==> src/rtl/id_imm_ctrl_if.sv <==
// Decode-to-EX bus for id_imm_ctrl: IF/ID handshake, immediate-generator
// select/result, and the registered ID/EX immediate-bearing fields.
interface id_imm_ctrl_if;
  logic        if_valid;
  logic [31:0] if_inst;
  logic [31:0] if_pc;
  logic        id_ready;
  logic [2:0]  ImmSel;
  logic [31:0] imm_in;
  logic        ex_ready;
  logic        flush;
  logic        ex_valid;
  logic [31:0] ex_pc;
  logic [31:0] ex_imm;
  logic [4:0]  ex_rd;
  logic [4:0]  ex_rs1;
  logic [4:0]  ex_rs2;
  logic        ex_is_load;
  logic        ex_illegal;
  logic [15:0] bubble_cnt;

  modport master (
    output if_valid, if_inst, if_pc, imm_in, ex_ready, flush,
    input  id_ready, ImmSel, ex_valid, ex_pc, ex_imm, ex_rd, ex_rs1, ex_rs2,
           ex_is_load, ex_illegal, bubble_cnt
  );

  modport slave (
    input  if_valid, if_inst, if_pc, imm_in, ex_ready, flush,
    output id_ready, ImmSel, ex_valid, ex_pc, ex_imm, ex_rd, ex_rs1, ex_rs2,
           ex_is_load, ex_illegal, bubble_cnt
  );
endinterface

==> src/rtl/id_imm_ctrl.sv <==
// Decode-stage immediate controller and ID/EX register with load-use bubbles and flush.
// Optional macro ID_AUIPC_EN makes opcode 0010111 (AUIPC) a legal U-type instruction.
module id_imm_ctrl (
  input  logic          clk,
  input  logic          rst,
  id_imm_ctrl_if.slave  bus
);

  localparam logic [6:0] OP_LUI    = 7'b0110111;
  localparam logic [6:0] OP_AUIPC  = 7'b0010111;
  localparam logic [6:0] OP_LOAD   = 7'b0000011;
  localparam logic [6:0] OP_IMM    = 7'b0010011;
  localparam logic [6:0] OP_JALR   = 7'b1100111;
  localparam logic [6:0] OP_STORE  = 7'b0100011;
  localparam logic [6:0] OP_BRANCH = 7'b1100011;
  localparam logic [6:0] OP_JAL    = 7'b1101111;
  localparam logic [6:0] OP_REG    = 7'b0110011;

  localparam logic [2:0] SEL_U    = 3'b000;
  localparam logic [2:0] SEL_I    = 3'b001;
  localparam logic [2:0] SEL_S    = 3'b010;
  localparam logic [2:0] SEL_B    = 3'b011;
  localparam logic [2:0] SEL_J    = 3'b100;
  localparam logic [2:0] SEL_NONE = 3'b111;

  logic [6:0]  opcode;
  logic [2:0]  imm_sel;
  logic        use_rd;
  logic        use_rs1;
  logic        use_rs2;
  logic        dec_load;
  logic        dec_illegal;
  logic [4:0]  dec_rd;
  logic [4:0]  dec_rs1;
  logic [4:0]  dec_rs2;
  logic [31:0] dec_imm;

  logic        ex_valid_q,   ex_valid_d;
  logic [31:0] ex_pc_q,      ex_pc_d;
  logic [31:0] ex_imm_q,     ex_imm_d;
  logic [4:0]  ex_rd_q,      ex_rd_d;
  logic [4:0]  ex_rs1_q,     ex_rs1_d;
  logic [4:0]  ex_rs2_q,     ex_rs2_d;
  logic        ex_is_load_q, ex_is_load_d;
  logic        ex_illegal_q, ex_illegal_d;
  logic [15:0] bubble_cnt_q, bubble_cnt_d;

  logic slot_free;
  logic hazard;
  logic id_ready;
  logic transfer;

  // Funct fields and the upper immediate bits are handled by the immediate generator.
  logic unused_inst_bits;
  assign unused_inst_bits = ^{bus.if_inst[31:25], bus.if_inst[14:12]};

  assign opcode = bus.if_inst[6:0];

  always_comb begin
    imm_sel     = SEL_NONE;
    use_rd      = 1'b0;
    use_rs1     = 1'b0;
    use_rs2     = 1'b0;
    dec_load    = 1'b0;
    dec_illegal = 1'b0;
    case (opcode)
      OP_LUI: begin
        imm_sel = SEL_U;
        use_rd  = 1'b1;
      end
`ifdef ID_AUIPC_EN
      OP_AUIPC: begin
        imm_sel = SEL_U;
        use_rd  = 1'b1;
      end
`endif
      OP_LOAD: begin
        imm_sel  = SEL_I;
        use_rd   = 1'b1;
        use_rs1  = 1'b1;
        dec_load = 1'b1;
      end
      OP_IMM, OP_JALR: begin
        imm_sel = SEL_I;
        use_rd  = 1'b1;
        use_rs1 = 1'b1;
      end
      OP_STORE: begin
        imm_sel = SEL_S;
        use_rs1 = 1'b1;
        use_rs2 = 1'b1;
      end
      OP_BRANCH: begin
        imm_sel = SEL_B;
        use_rs1 = 1'b1;
        use_rs2 = 1'b1;
      end
      OP_JAL: begin
        imm_sel = SEL_J;
        use_rd  = 1'b1;
      end
      OP_REG: begin
        imm_sel = SEL_NONE;
        use_rd  = 1'b1;
        use_rs1 = 1'b1;
        use_rs2 = 1'b1;
      end
      default: begin
        imm_sel     = SEL_NONE;
        dec_illegal = 1'b1;
      end
    endcase
  end

  // Unused register fields are zeroed here so the hazard compare never matches stale bits.
  assign dec_rd  = use_rd  ? bus.if_inst[11:7]  : 5'd0;
  assign dec_rs1 = use_rs1 ? bus.if_inst[19:15] : 5'd0;
  assign dec_rs2 = use_rs2 ? bus.if_inst[24:20] : 5'd0;
  assign dec_imm = (imm_sel != SEL_NONE) ? bus.imm_in : 32'd0;

  assign slot_free = !ex_valid_q || bus.ex_ready;
  assign hazard    = ex_valid_q && ex_is_load_q && (ex_rd_q != 5'd0) && bus.if_valid &&
                     ((ex_rd_q == dec_rs1) || (ex_rd_q == dec_rs2));
  assign id_ready  = slot_free && !hazard && !bus.flush;
  assign transfer  = bus.if_valid && id_ready;

  always_comb begin
    ex_valid_d   = ex_valid_q;
    ex_pc_d      = ex_pc_q;
    ex_imm_d     = ex_imm_q;
    ex_rd_d      = ex_rd_q;
    ex_rs1_d     = ex_rs1_q;
    ex_rs2_d     = ex_rs2_q;
    ex_is_load_d = ex_is_load_q;
    ex_illegal_d = ex_illegal_q;
    bubble_cnt_d = bubble_cnt_q;
    if (bus.flush) begin
      ex_valid_d = 1'b0;
    end else if (slot_free && hazard) begin
      ex_valid_d = 1'b0;
      if (bubble_cnt_q != 16'hFFFF) begin
        bubble_cnt_d = bubble_cnt_q + 16'd1;
      end
    end else if (transfer) begin
      ex_valid_d   = 1'b1;
      ex_pc_d      = bus.if_pc;
      ex_imm_d     = dec_imm;
      ex_rd_d      = dec_rd;
      ex_rs1_d     = dec_rs1;
      ex_rs2_d     = dec_rs2;
      ex_is_load_d = dec_load;
      ex_illegal_d = dec_illegal;
    end else if (slot_free) begin
      ex_valid_d = 1'b0;
    end
  end

  always_ff @(posedge clk) begin
    if (rst) begin
      ex_valid_q   <= 1'b0;
      ex_pc_q      <= 32'd0;
      ex_imm_q     <= 32'd0;
      ex_rd_q      <= 5'd0;
      ex_rs1_q     <= 5'd0;
      ex_rs2_q     <= 5'd0;
      ex_is_load_q <= 1'b0;
      ex_illegal_q <= 1'b0;
      bubble_cnt_q <= 16'd0;
    end else begin
      ex_valid_q   <= ex_valid_d;
      ex_pc_q      <= ex_pc_d;
      ex_imm_q     <= ex_imm_d;
      ex_rd_q      <= ex_rd_d;
      ex_rs1_q     <= ex_rs1_d;
      ex_rs2_q     <= ex_rs2_d;
      ex_is_load_q <= ex_is_load_d;
      ex_illegal_q <= ex_illegal_d;
      bubble_cnt_q <= bubble_cnt_d;
    end
  end

  assign bus.id_ready   = id_ready;
  assign bus.ImmSel     = imm_sel;
  assign bus.ex_valid   = ex_valid_q;
  assign bus.ex_pc      = ex_pc_q;
  assign bus.ex_imm     = ex_imm_q;
  assign bus.ex_rd      = ex_rd_q;
  assign bus.ex_rs1     = ex_rs1_q;
  assign bus.ex_rs2     = ex_rs2_q;
  assign bus.ex_is_load = ex_is_load_q;
  assign bus.ex_illegal = ex_illegal_q;
  assign bus.bubble_cnt = bubble_cnt_q;

endmodule

==> src/flat_wrapper.sv <==
// flat-port wrapper written by rule: the top's interface ports become plain ports
module id_imm_ctrl_flat 
  (clk, rst, bus_if_valid, bus_if_inst, bus_if_pc, bus_imm_in, bus_ex_ready, bus_flush, bus_id_ready, bus_ImmSel, bus_ex_valid, bus_ex_pc, bus_ex_imm, bus_ex_rd, bus_ex_rs1, bus_ex_rs2, bus_ex_is_load, bus_ex_illegal, bus_bubble_cnt);
  id_imm_ctrl_if bus_i ();
  input  logic clk;
  input  logic rst;
  input wire logic [$bits(bus_i.if_valid)-1:0] bus_if_valid;
  input wire logic [$bits(bus_i.if_inst)-1:0] bus_if_inst;
  input wire logic [$bits(bus_i.if_pc)-1:0] bus_if_pc;
  input wire logic [$bits(bus_i.imm_in)-1:0] bus_imm_in;
  input wire logic [$bits(bus_i.ex_ready)-1:0] bus_ex_ready;
  input wire logic [$bits(bus_i.flush)-1:0] bus_flush;
  output wire logic [$bits(bus_i.id_ready)-1:0] bus_id_ready;
  output wire logic [$bits(bus_i.ImmSel)-1:0] bus_ImmSel;
  output wire logic [$bits(bus_i.ex_valid)-1:0] bus_ex_valid;
  output wire logic [$bits(bus_i.ex_pc)-1:0] bus_ex_pc;
  output wire logic [$bits(bus_i.ex_imm)-1:0] bus_ex_imm;
  output wire logic [$bits(bus_i.ex_rd)-1:0] bus_ex_rd;
  output wire logic [$bits(bus_i.ex_rs1)-1:0] bus_ex_rs1;
  output wire logic [$bits(bus_i.ex_rs2)-1:0] bus_ex_rs2;
  output wire logic [$bits(bus_i.ex_is_load)-1:0] bus_ex_is_load;
  output wire logic [$bits(bus_i.ex_illegal)-1:0] bus_ex_illegal;
  output wire logic [$bits(bus_i.bubble_cnt)-1:0] bus_bubble_cnt;
  assign bus_i.if_valid = bus_if_valid;
  assign bus_i.if_inst = bus_if_inst;
  assign bus_i.if_pc = bus_if_pc;
  assign bus_i.imm_in = bus_imm_in;
  assign bus_i.ex_ready = bus_ex_ready;
  assign bus_i.flush = bus_flush;
  assign bus_id_ready = bus_i.id_ready;
  assign bus_ImmSel = bus_i.ImmSel;
  assign bus_ex_valid = bus_i.ex_valid;
  assign bus_ex_pc = bus_i.ex_pc;
  assign bus_ex_imm = bus_i.ex_imm;
  assign bus_ex_rd = bus_i.ex_rd;
  assign bus_ex_rs1 = bus_i.ex_rs1;
  assign bus_ex_rs2 = bus_i.ex_rs2;
  assign bus_ex_is_load = bus_i.ex_is_load;
  assign bus_ex_illegal = bus_i.ex_illegal;
  assign bus_bubble_cnt = bus_i.bubble_cnt;
  id_imm_ctrl u_core (.clk(clk), .rst(rst), .bus(bus_i));
endmodule
==> config.mk <==
export PLATFORM = sky130hd
export DESIGN_NAME = id_imm_ctrl_flat
export DESIGN_NICKNAME = d
export VERILOG_FILES = /design/src/rtl/id_imm_ctrl_if.sv /design/src/rtl/id_imm_ctrl.sv /design/src/flat_wrapper.sv
export SDC_FILE = /design/constraint.sdc
export NUM_CORES = 1
export LEC_CHECK = 0
export BUFFER_PORTS_ARGS = -buffer_cell sky130_fd_sc_hd__buf_2
export CAP_MARGIN = 40
export CORE_ASPECT_RATIO = 1.1
export CORE_MARGIN = 2
export CORE_UTILIZATION = 50
export DETAILED_ROUTE_END_ITERATION = 8
export HOLD_SLACK_MARGIN = 0.05
export PLACE_DENSITY = 0.85
export SETUP_SLACK_MARGIN = 0.15
export SLEW_MARGIN = 15
export SYNTH_ARGS = -nofsm -noshare
export SYNTH_HDL_FRONTEND = slang
export SYNTH_SLANG_ARGS = --single-unit
export TNS_END_PERCENT = 10
==> constraint.sdc <==
create_clock -name clk -period 6.2 [get_ports clk]
set_clock_uncertainty 0.15 [all_clocks]
set_input_delay 0.31 -clock clk [delete_from_list [all_inputs] [get_ports clk]]
set_output_delay 0.31 -clock clk [all_outputs]
set_load 0.01 [all_outputs]
# Word level (Yosys, flattened, before mapping)
# Cells that the tools add are included.
# totals
input_bits	101
out_inout_bits	102
register_bits	98
elab_cells	59
# op_classes
reduce_logical	23
n_bitwise	2
muxes	12
add_sub_neg	1
eq_ne	12
# ops
op	n
$mux 32	1
$eq 7x6->1 const B	3
$eq 7x7->1 const B	3
$add 16x1->16 const B	1
$ne 16x16->1 const B	1
$mux 5	3
$pmux 3 s5	1
$reduce_or 6->1	2
$eq 5x5->1	2
$reduce_or 3->1	3
$logic_and 1x1->1	8
$reduce_or 8->1	1
$eq 7x2->1 const B	1
$eq 7x5->1 const B	1
$mux 1	7
$reduce_and 3->1	2
$reduce_bool 5->1	1
$logic_not 1->1	3
$ne 3x3->1 const B	1
$logic_or 1x1->1	2
$not 1->1	2
$reduce_bool 2->1	1

# Depth between registers and ports, before layout
# depth
ltp_word	12
depth_mapped	12
ltp_nobuf	8

# Worst setup path after synthesis
# OpenSTA, ideal clock, no wires.
# synth_path
kind	in2reg
start	input port bus_if_inst[2]
end	register u_core.bubble_cnt_q[15], in the netlist u_core.bus.bubble_cnt[15]
setup_time_ps	121
path_buffers	3
path_slack_ps	3690
required_ps	5929
arrival_time_ps	2239
cell_stages	10
path_cell_list	buf_2 > or2_1 > buf_2 > a211oi_2 > xnor2_1 > nand4_1 > and2_4 > buf_6 > nor4_1 > mux2_2
# synth_via
elab_chain_len	9
word_cells_on_any_way	18
cone_classes	8 x eq/ne; 4 x mux; 6 x reduce/logical
# synth_rtl
element	line_no	source
start, declared	flat_wrapper.sv:8	input wire logic [$bits(bus_i.if_inst)-1:0] bus_if_inst;
$eq 7x6->1 (tied with other cells)	id_imm_ctrl.sv:66	case (opcode)
$reduce_or 6->1 (no line) or $reduce_or 3->1 (tied branches)	-	
$mux 1	id_imm_ctrl.sv:66	
$mux 5 (on tied branches)	id_imm_ctrl.sv:117, id_imm_ctrl.sv:118	
$eq 5x5->1	id_imm_ctrl.sv:123	((ex_rd_q == dec_rs1) || (ex_rd_q == dec_rs2));
$logic_or 1x1->1 (*)	id_imm_ctrl.sv:123	
$logic_and 1x1->1 (*)	id_imm_ctrl.sv:122	assign hazard = ex_valid_q && ex_is_load_q && (ex_rd_q != 5'd0) && bus.if_valid &&
$logic_and 1x1->1 (*)	id_imm_ctrl.sv:139	end else if (slot_free && hazard) begin
$reduce_and 3->1 (no line) (*)	-	
end signal, assigned	id_imm_ctrl.sv:178	bubble_cnt_q <= bubble_cnt_d;
end, declared	id_imm_ctrl.sv:46	logic [15:0] bubble_cnt_q, bubble_cnt_d;
# Every way passes the cells marked *; elsewhere a longest branch is shown, timed or not.
# A chain may end at the register's enable or synchronous reset.

# Worst setup path in the final report
# layout_path
start	register u_core.ex_rd_q[4], in the netlist u_core.bus.ex_rd[4]
end	register u_core.ex_rs2_q[1], in the netlist u_core.bus.ex_rs2[1]
# layout_via
elab_chain_len	9
word_cells_on_any_way	14
cone_classes	2 x eq/ne; 1 x bitwise; 11 x reduce/logical
# layout_rtl
element	line_no	source
start, declared	id_imm_ctrl.sv:41	logic [4:0] ex_rd_q, ex_rd_d;
start signal, assigned	id_imm_ctrl.sv:173	ex_rd_q <= ex_rd_d;
$reduce_bool 5->1	id_imm_ctrl.sv:122	
$logic_and 1x1->1 (2 in series)	id_imm_ctrl.sv:122	
$logic_and 1x1->1 (*)	id_imm_ctrl.sv:122	
$logic_not 1->1	id_imm_ctrl.sv:124	assign id_ready = slot_free && !hazard && !bus.flush;
$logic_and 1x1->1 (2 in series)	id_imm_ctrl.sv:124	
$logic_and 1x1->1	id_imm_ctrl.sv:125	assign transfer = bus.if_valid && id_ready;
$reduce_and 3->1 (no line) (*)	-	
end signal, assigned	id_imm_ctrl.sv:175	ex_rs2_q <= ex_rs2_d;
end, declared	id_imm_ctrl.sv:43	logic [4:0] ex_rs2_q, ex_rs2_d;
# Marks and branches as above.

==> impl_metrics.py <==
metrics = {
    "setup_path": {
        "critPathKind": "reg2reg",
        "rrSetupSlack_ns": 2.72,
        "worst_ep_required_time_ns": 6.29,
        "r2r_start": "u_core.bus.ex_rd[4]$_SDFFE_PP0P_",
        "cp.arrival_ns": 3.57,
        "reg2reg_depth": 7,
        "crit_path_start_kind": "flip-flop",
        "r2r_end": "u_core.bus.ex_rs2[1]$_SDFFE_PP0P_",
        "cp_max_fo": 75,
        "cp-end-kind": "flip-flop",
        "cp-startpoint": "u_core.bus.ex_rd[4]$_SDFFE_PP0P_",
    },
    "routing": {
        "routed_wl_um": 13800,
        "remaining_drc_errors": 0,
        "wl_per_cell_um": 16.4,
        "routed_via_density": 5.53,
        "drt_iter0_drc": 236,
        "ant_nets": 0,
        "drt_first_pass_iters": 5,
        "vias": 4647,
    },
    "min_path": {
        "hp-start": "bus_if_pc[23]",
        "hold-path-endpoint": "u_core.bus.ex_pc[23]$_SDFFE_PP0P_",
        "hold_class": "in2reg",
        "hold_path_depth": 3,
    },
    "yosys": {
        "yosys.area_share.simple": 0.261,
        "synth-edff-count": 0,
        "syn_area_um2": 4340,
        "yosys_warnings": 0,
        "yosys_most_used_dff": "dfxtp_1",
        "syn_nets": 599,
        "synth_most_common_cell": "dfxtp_1",
        "seq_area_frac_synth": 0.452,
        "synth_cells": 497,
        "async_flop_share": 0,
        "synth_compound_area_frac": 0.126,
        "yosysTopAreaCellShare": 0.452,
        "syn_area_per_cell_um2": 8.73,
        "yosysTopAreaCell": "dfxtp_1",
        "synth_area_leaders": "dfxtp_1 45%, mux2i_1 8.3%, nand2b_1 6.6%",
        "muxShareOfSynthArea": 0.0883,
        "synth_top_family_by_area": "simple AND/OR/NAND/NOR gates",
        "ys_top_cells_by_count": "98 x dfxtp_1, 54 x nor2_1, 53 x nand3_1",
        "synth_cell_types": 44,
        "synth_xor_area_frac": 0.0222,
        "synth-adder-area-share": 0.00289,
        "synth_seq_cells": 98,
    },
    "pwr": {
        "power_w": 0.00119,
        "swShare": 0.265,
        "intPower_w": 0.000873,
        "switchingPower_w": 0.000314,
        "p_comb_frac": 0.131,
        "seqPwrFrac": 0.546,
        "p_per_area_nw_per_um2": 196,
        "p_clk_frac": 0.322,
        "ir_worst_vdd_uv": 116,
        "leakagePower_nw": 2.59,
    },
    "cts": {
        "numCtsBuffers": 9,
        "post-cts-setup-buffers": 0,
        "ctsLongestPathBuffers": 2,
        "cts.sinks": 98,
        "clock-root-buffer": "clkbuf_8",
        "path_clk_slew_ns": 0.10,
        "clk_latency_ns": 0.36,
        "cts_resized": 0,
        "htreeDepth": 3,
        "cts_tree": "done",
    },
    "global_routing": {
        "overflow": 0,
        "antenna_found_initial": 0,
        "grtUsageTotal": 0.288,
        "grt_pass1_wl_um": 21700,
        "grt_pass1_vias": 4406,
        "grt_max_degree": 76,
    },
    "place": {
        "portBuffers": 192,
        "gp_congestion": 0.907,
        "dpl.hpwl_um": 8500,
    },
    "outcome": {
        "status": "finished, final reports clean",
    },
    "layout": {
        "nets": 827,
        "area_growth_pct": 39.7,
        "n_antenna_cell": 0,
        "fillers": 656,
        "drive_above_1_share": 0.300,
    },
    "timing": {
        "maxSlewViolCount": 0,
        "relSlewSlack": 0.510,
        "fin_crit_ns": 3.48,
        "tightest_slew_ns": 0.735,
        "rsz0062_at_grt": "no",
        "fin_crit_sh": 0.562,
        "tns_ns": 0,
        "fmax_ghz": 0.287,
        "setup_violations": 0,
        "hold_viol": 0,
    },
    "die": {
        "ioPinCount": 203,
        "die_y_um": 102,
        "start_util": 0.516,
        "row_count": 35,
        "die_area_um2": 9430,
        "die_x_um": 92.8,
        "fp.coreArea_um2": 8410,
    },
    "run": {
        "cap_violations": 0,
    },
}
-- cell usage in the layout, fill, tap and decap left out, types with 6 or more instances in the layout --
master	synthesis	routed
xnor2_1	10	10
nand3_1	53	53
dfxtp_1	98	98
o21ai_0	42	42
or4_1	7	7
mux2i_1	36	36
nand2b_1	46	46
buf_2	12	192
nand2_1	7	7
dlygate4sd3_1	0	58
o31ai_1	6	6
nor2_1	54	54
nor3_1	7	6
clkbuf_8	0	9
a21oi_1	29	29
nand4_1	8	8
-- metal layers --
| metal | wire length, um | GRT usage |
|---|---|---|
| met3 | 1210 | 0.0804 |
| met4 | 305 | 0.109 |
| met1 | 5520 | 0.330 |
| met5 | 0 | 0 |
| met2 | 6730 | 0.511 |
-- cell type report --
cell class              count  area [um^2]  share of cell area
inverters                   5         18.8             0.00310
clock buffers              10          128              0.0211
flip-flops and latches     98         1960               0.324
repair buffers            254         1580               0.261
well taps                 111          139              0.0229
clock inverters             6         51.3             0.00847
multi-input cells         357         2180               0.359
-- flip-flops by register name, summed over array words and instances, names as in the netlist --
| register | flops |
|---|---|
| u_core.bus.ex_imm | 32 |
| u_core.bus.ex_pc | 32 |
| u_core.bus.bubble_cnt | 16 |
| u_core.bus.ex_rd | 5 |
| u_core.bus.ex_rs1 | 5 |
| u_core.bus.ex_rs2 | 5 |
| u_core.bus.ex_illegal | 1 |
| u_core.bus.ex_is_load | 1 |
| u_core.bus.ex_valid | 1 |
-- per-stage QoR --
stage	util	setup WS (ns)	cells	cell area [um^2]	hold WS [ns]
after floorplan	-	3.69	497	4340	0.239
after global placement	0.628	2.78	766	5280	0.305
after detailed placement	0.630	2.71	767	5300	0.311
after CTS	0.719	2.73	840	6050	0.0502
after global routing	0.721	2.49	841	6060	0.0500
final	0.721	2.72	841	6060	0.0605
-- worst max-delay path by stage --
stage	to	cells after the start
after global routing	u_core.bus.ex_is_load$_SDFFE_PP0P_	7
after detailed placement	u_core.bus.ex_pc[29]$_SDFFE_PP0P_	9
final	u_core.bus.ex_rs2[1]$_SDFFE_PP0P_	7
after CTS	u_core.bus.ex_is_load$_SDFFE_PP0P_	7
after global placement	u_core.bus.ex_pc[28]$_SDFFE_PP0P_	9
after floorplan	u_core.bus.bubble_cnt[15]$_SDFFE_PP0P_	10
-- critical path, cell delays in order, from the launching register on --
cell and delay [ns]:
dfxtp_1 0.42, or4_1 0.57, o2111ai_1 0.26, nand4b_1 0.21
and4_4 0.76, buf_4 0.67, mux2i_1 0.26, nor2_1 0.05
-- cell families after synthesis --
kind of cell,Yosys count
AND/OR/NAND/NOR,211
buffers and inverters,42
XOR/XNOR,11
multiplexers,38
AO/OA/AOI/OAI,96
flip-flops,98
adder cells (fa/ha/maj),1
-- power groups by stage --
stage | combinational (W) | sequential (W) | clock (W)
floorplan | 0.0000643 | 0.000668 | 0
global placement | 0.000118 | 0.000662 | 0
detailed placement | 0.000124 | 0.000662 | 0
CTS | 0.000152 | 0.000648 | 0.000387
global route | 0.000168 | 0.000650 | 0.000417
finish | 0.000156 | 0.000648 | 0.000383
-- repair_timing --
action	in CTS	in global routing
setup endpoints to repair	0	0
hold buffers	57	1
endpoints found under the hold margin	57	1
Power figures use the tool's default switching activity.
